$ cat src/rtl/serial_adder_pkg.sv
// serial_adder_pkg: shared state encoding and word width for the serial adder datapath
package serial_adder_pkg;
  localparam int WIDTH_DEF = 8;
  typedef enum logic [1:0] {
    ST_IDLE  = 2'd0,
    ST_SHIFT = 2'd1,
    ST_HOLD  = 2'd2
  } state_t;
endpackage

$ cat src/rtl/sipo_bit_counter.sv
// sipo_bit_counter: bit counter with clear, increment and terminal-count flag
module sipo_bit_counter #(
  parameter int WIDTH = 8,
  localparam int CNT_W = $clog2(WIDTH)
) (
  input  logic             clk,
  input  logic             rst,
  input  logic             clr,
  input  logic             inc,
  output logic [CNT_W-1:0] cnt,
  output logic             tc
);
  assign tc = cnt == CNT_W'(WIDTH - 1);
  // clear wins over increment; wrap to zero on terminal count
  always_ff @(posedge clk)
    if (rst || clr) cnt <= '0;
    else if (inc) cnt <= tc ? '0 : cnt + CNT_W'(1);
endmodule

$ cat src/rtl/sipo_collector.sv
// sipo_collector: collects LSB-first serial bits into a word and offers it on valid/ready
module sipo_collector
  import serial_adder_pkg::*;
#(
  parameter int WIDTH = WIDTH_DEF,
  localparam int CNT_W = $clog2(WIDTH)
) (
  input  logic             clk,
  input  logic             rst,
  input  logic             start,
  input  logic             bit_en,
  input  logic             bit_in,
  input  logic             out_ready,
  output logic             busy,
  output logic             out_valid,
  output logic [WIDTH-1:0] out_data,
  output logic [CNT_W-1:0] bit_cnt
);
  state_t state;
  logic [WIDTH-1:0] shreg, nxt;
  logic tc;
  assign nxt = {bit_in, shreg[WIDTH-1:1]};
  sipo_bit_counter #(.WIDTH(WIDTH)) u_cnt (
    .clk(clk),
    .rst(rst),
    .clr(start || state != ST_SHIFT),
    .inc(bit_en),
    .cnt(bit_cnt),
    .tc (tc)
  );
  // framing FSM with registered busy/out_valid; start restarts, HOLD waits for handshake
  always_ff @(posedge clk)
    if (rst) begin
      state     <= ST_IDLE;
      shreg     <= '0;
      out_data  <= '0;
      busy      <= 1'b0;
      out_valid <= 1'b0;
    end else
      case (state)
        ST_IDLE:
          if (start) begin
            state <= ST_SHIFT;
            shreg <= '0;
            busy  <= 1'b1;
          end
        ST_SHIFT:
          if (start) shreg <= '0;
          else if (bit_en) begin
            shreg <= nxt;
            if (tc) begin
              state     <= ST_HOLD;
              out_data  <= nxt;
              busy      <= 1'b0;
              out_valid <= 1'b1;
            end
          end
        ST_HOLD:
          if (out_ready) begin
            out_valid <= 1'b0;
            state     <= start ? ST_SHIFT : ST_IDLE;
            busy      <= start;
            shreg     <= '0;
          end
        default: begin
          state     <= ST_IDLE;
          busy      <= 1'b0;
          out_valid <= 1'b0;
        end
      endcase
endmodule
$ cat config.mk
export PLATFORM = sky130hd
export DESIGN_NAME = sipo_collector
export DESIGN_NICKNAME = d
export VERILOG_FILES = /design/src/rtl/serial_adder_pkg.sv /design/src/rtl/sipo_bit_counter.sv /design/src/rtl/sipo_collector.sv
export SDC_FILE = /design/constraint.sdc
export NUM_CORES = 1
export LEC_CHECK = 0
export BUFFER_PORTS_ARGS = -buffer_cell sky130_fd_sc_hd__buf_2
export CAP_MARGIN = 30
export CORE_MARGIN = 2
export CORE_UTILIZATION = 28
export CTS_CLUSTER_DIAMETER = 100
export DETAILED_ROUTE_END_ITERATION = 12
export PLACE_DENSITY = 0.46
export SKIP_CTS_REPAIR_TIMING = 1
export SYNTH_ARGS = -nofsm -noshare
export SYNTH_HDL_FRONTEND = slang
export SYNTH_HIERARCHICAL = 1
export SYNTH_SLANG_ARGS = --single-unit
$ cat constraint.sdc
create_clock -name clk -period 1.65 [get_ports clk]
set_input_delay 0.0825 -clock clk [delete_from_list [all_inputs] [get_ports clk]]
set_output_delay 0.0825 -clock clk [all_outputs]
set_load 0.05 [all_outputs]
# Word-level counts from Yosys, hierarchy flattened
# Cells that the tools add are included.
[op_classes]
add_sub_neg = 1
bitwise = 2
n_reduce_logical = 8
n_eq_ne = 10
n_mux = 24
[ops]
columns = ["op", "n"]
rows = [
  ["$mux W8", 4],
  ["$pmux W8 S3", 1],
  ["$mux W1", 10],
  ["$mux W2", 5],
  ["$reduce_and A5 Y1", 2],
  ["$ne A2 B2 Y1 const B", 4],
  ["$reduce_and A4 Y1", 2],
  ["$pmux W1 S3", 2],
  ["$pmux W2 S3", 1],
  ["$ne A2 B1 Y1 const B", 2],
  ["$add A3 B1 Y3 const B", 1],
  ["$eq A3 B3 Y1 const B", 1],
  ["$mux W3", 1],
  ["$ne A3 B3 Y1 const B", 1],
  ["$reduce_bool A3 Y1", 1],
  ["$eq A2 B1 Y1 const B", 1],
  ["$eq A2 B2 Y1 const B", 1],
  ["$logic_not A2 Y1", 1],
  ["$logic_or A1 B1 Y1", 2],
  ["$not A1 Y1", 2],
]
[word_totals]
in_bits = 6
regBits = 23

# Longest topological paths before layout
[logic_depth]
word_depth = 5
ltp_mapped = 6

# Hierarchy
# The synthesis kept the hierarchy.
[by_module_without_submodules]
columns = ["mod", "cells_each", "n_inst", "area_per_inst_um2"]
rows = [
  ["sipo_collector", 87, 1, 858.3],
  ["sipo_bit_counter", 12, 1, 142.6],
]

# Least setup slack after synthesis
# No wires, ideal clock.
[synth_timing]
path_type = "register to register"
start = "reg u_cnt.cnt[0]"
end = "reg out_data[1]"
path_stages_with_launch = 7
synth_period_minus_slack_ns = 1.875
t_arrival_ns = 1.753
path_slack_ns = -0.225
cell_sequence = "dfxtp_1 ha_1 ha_1 and4b_2 nand2b_1 buf_6 mux2_4"
[synth_between]
elab_chain_cells = 2
[synth_lines]
columns = ["item", "line", "text"]
rows = [
  ["start: declaration", "sipo_bit_counter.sv:10", "output logic [CNT_W-1:0] cnt,"],
  ["start signal: assignment", "sipo_bit_counter.sv:17", "else if (inc) cnt <= tc ? '0 : cnt + CNT_W'(1);"],
  ["$eq A3 B3 Y1", "sipo_bit_counter.sv:13", "assign tc = cnt == CNT_W'(WIDTH - 1);"],
  ["named net tc", "sipo_collector.sv:21", "logic tc;"],
  ["$reduce_and A4 Y1 (no line)", "n/a", ""],
  ["end signal: assignment", "sipo_collector.sv:53", "out_data <= nxt;"],
  ["end: declaration", "sipo_collector.sv:16", "output logic [WIDTH-1:0] out_data,"],
]
# The timed path passes the listed nets, and every way through them passes these cells.
# A chain may end at the register's enable or synchronous reset.

# Worst setup path in the final report
[layout_timing]
start = "reg u_cnt.cnt[0]"
end = "reg out_data[2]"
# Same word-level chain as after synthesis.

==> summary.md <==
| Metric | Value |
|---|---|
| Cells after Synth | 99 |
| Clock Pin Slew Worst Setup and Hold Paths | 0.12 ns |
| Worst R2R Start | u_cnt/cnt[0] |
| Vias in the first global route | 751 |
| Design area | 1180 um2 |
| Final Critical Period | 1.51 ns |
| CP arrival | 1.73 ns |
| Sequential element share of the synthesized area | 44.0% |
| Top_reg_cell synth | dfxtp_1 |
| Placed Instance Area | 1130 um2 |
| Startpoint class of the critical path | flip-flop |
| Cell leakage power | 0.512 nW |
| Max-cap viol count | 0 |
| Die extent in x | 63.8 um |
| WP data required | 1.86 ns |
| Crit share post-route | 91.8% |
| Crit. End Element | flip-flop |
| Mapped Area | 1000 um2 |
| TritonRoute pass-1 iters | 4 |
| RSZ-0062 raised after global routing | no |
| YS warnings | 6 |
| Largest net degree at the start of global routing | 19 |
| First-pass GRT wire length | 3.26 mm |
| H-tree depth | 1 |
| Biggest area consumer among synthesized cells | dfxtp_1 |
| Num CTS Buffers | 3 |
| Synthesized Nets | 107 |
| Number of port buffers | 18 |
| Status | completed |
| Sink of the worst hold path | shreg[7] |
| Top cells by count, synth | dfxtp_1 (22), nand2_1 (16), mux2i_1 (11), nor2b_1 (5) |
| Post-synth EDFFs | 0 |
| Path type of the worst setup path | reg -> reg |
| Crit Path Max Fanout | 5 |
| CTS tree | yes |
| Setup violations, final | 0 |
| Synth top area share | 44.0% |
| Min-delay src | bit_in |
| Via count | 783 |
| Reg-to-reg endpoint | out_data[2] |
| FF-to-FF setup slack | 0.14 ns |
| DRC Markers | 0 |
| Final Total Pwr | 909 uW |
| Post-synthesis register bit count | 22 |
| Clock sinks | 22 |
| Average size of a mapped cell | 10.1 um2 |
| Total GRT Usage | 9.85% |
| Final Skew | 0.00341 ns |
| Die height | 63.8 um |
| FFs w/ async S/R, synth | 0% |
| Antenna violations before repair | 0 |
| Slew margin rel. | 66.4% |
| Die area | 4070 um2 |
| Final setup margin | 0.135 ns |
| Worst skew pair latency | 0.31 ns |
| Maximum operating frequency | 0.660 GHz |
| Worst Hold Depth | 3 |
| RD Place Congestion | 0.699 |
| Final WL | 1.91 mm |
| Slew Limit Fails | 0 |
| Fin Hold WS | 0.0302 ns |
| Clk buf depth | 2 |
| Layout Nets | 126 |
| TNS Setup | 0 ns |
| Starting DRT DRC Count | 9 |
| Area Overhead vs Synth | 17.7% |
| Cell Pwr Density | 772 nW/um2 |
| Largest vdd supply drop | 236 uV |
| Most frequent cell after synthesis | dfxtp_1 |
| CORE AREA | 3390 um2 |
| Share of cells above drive strength 1 | 31.6% |
| Reg2Reg Depth | 5 |
| Netlist cell types | 31 |
| Worst slew pin tran | 0.504 ns |
| Drt wl/cell | 11.7 um |
| # rows | 21 |
| DP Worst Slack | 0.0727 ns |
| Final HPWL DP | 1.38 mm |
| CTS Root Buffer Type | clkbuf_4 |
| Hold crit path type | in -> reg |
| IO Count | 19 |
| Synth area leaders | dfxtp_1 (44%), mux2i_1 (11%), nand2_1 (6.0%), o2111ai_1 (3.5%), o41ai_1 (3.5%) |
| Antenna cells | 0 |
| Vias/cell | 4.80 |
| Antenna Nets Post-Route | 0 |
| Initial Utilization | 29.5% |
| GRT overflow | 0 |
| Final Hold Vio Count | 0 |
worst max-delay path, stage by stage (launching register included):
cell      delay (ns)
dfxtp_4         0.37
ha_1            0.20
ha_1            0.19
and4b_2         0.27
nand2b_4        0.10
mux2_4          0.29
stage by stage:
step	util, %	instances
detailed placement	33.4	159
global placement	33.4	159
CTS	34.4	163
finish	34.8	163
floorplan	-	99
global route	34.8	163
power by group:
group,total (mW),internal (mW),switching [mW]
logic,0.0684,0.0218,0.0465
clock network,0.301,0.135,0.166
registers,0.540,0.534,0.00637
state kept, by name, summed over array words and instances, names as in the netlist:
register,cells
u_cnt/cnt,3
state,2
busy,1
shreg,7
out_data,8
out_valid,1
how the worst max path moves through the flow:
stage / startpoint / endpoint / slack (ns)
2_1_floorplan: u_cnt/cnt[0] / out_data[1] / 0.02
3_3_place_gp: u_cnt/cnt[0] / out_data[6] / 0.09
3_5_place_dp: u_cnt/cnt[0] / out_data[2] / 0.07
4_1_cts: u_cnt/cnt[0] / out_data[6] / 0.03
5_1_grt: u_cnt/cnt[0] / out_data[6] / 0.04
6_report: u_cnt/cnt[0] / out_data[2] / 0.14
per-layer routing:
layer	up-vias	GRT usage, %	part of all wire (%)
li1	393	-	-
met2	17	17.4	48
met3	4	2.11	4.0
met5	-	0	0
met4	0	3.26	1.2
met1	369	11.7	47
cell type report:
class	count	area, um2
fill	359	2210
multi-input combinational	69	523
sequential	22	449
timing repair buffer	20	105
tap	46	57.6
clock buffer	4	36.3
inverter	2	7.51
kinds of logic (layout without fill, tap and decap cells):
| logic type | Yosys count | in the layout | share of synthesized area, % |
|---|---|---|---|
| simple gates | 36 | 36 | 19.0 |
| flops | 22 | 22 | 44.0 |
| compound gates | 18 | 18 | 15.6 |
| mux | 13 | 13 | 14.0 |
| buf+inv | 8 | 26 | 4.88 |
| fa+ha+maj | 2 | 2 | 2.50 |
layout by cell type (no fill, tap or decap), types with 2 or more instances in the layout:
cell type and instances:
mux2i_1 11, buf_4 2, ha_1 2, dfxtp_4 2, nor3_1 2, o41ai_1 4, nand2b_1 2, buf_2 18
nor2b_1 5, inv_2 2, clkbuf_4 3, o2111ai_1 4, dfxtp_1 19, nand2_1 16, nor2_1 3, mux2_4 2
No activity file was read; power rests on OpenSTA's default activity.
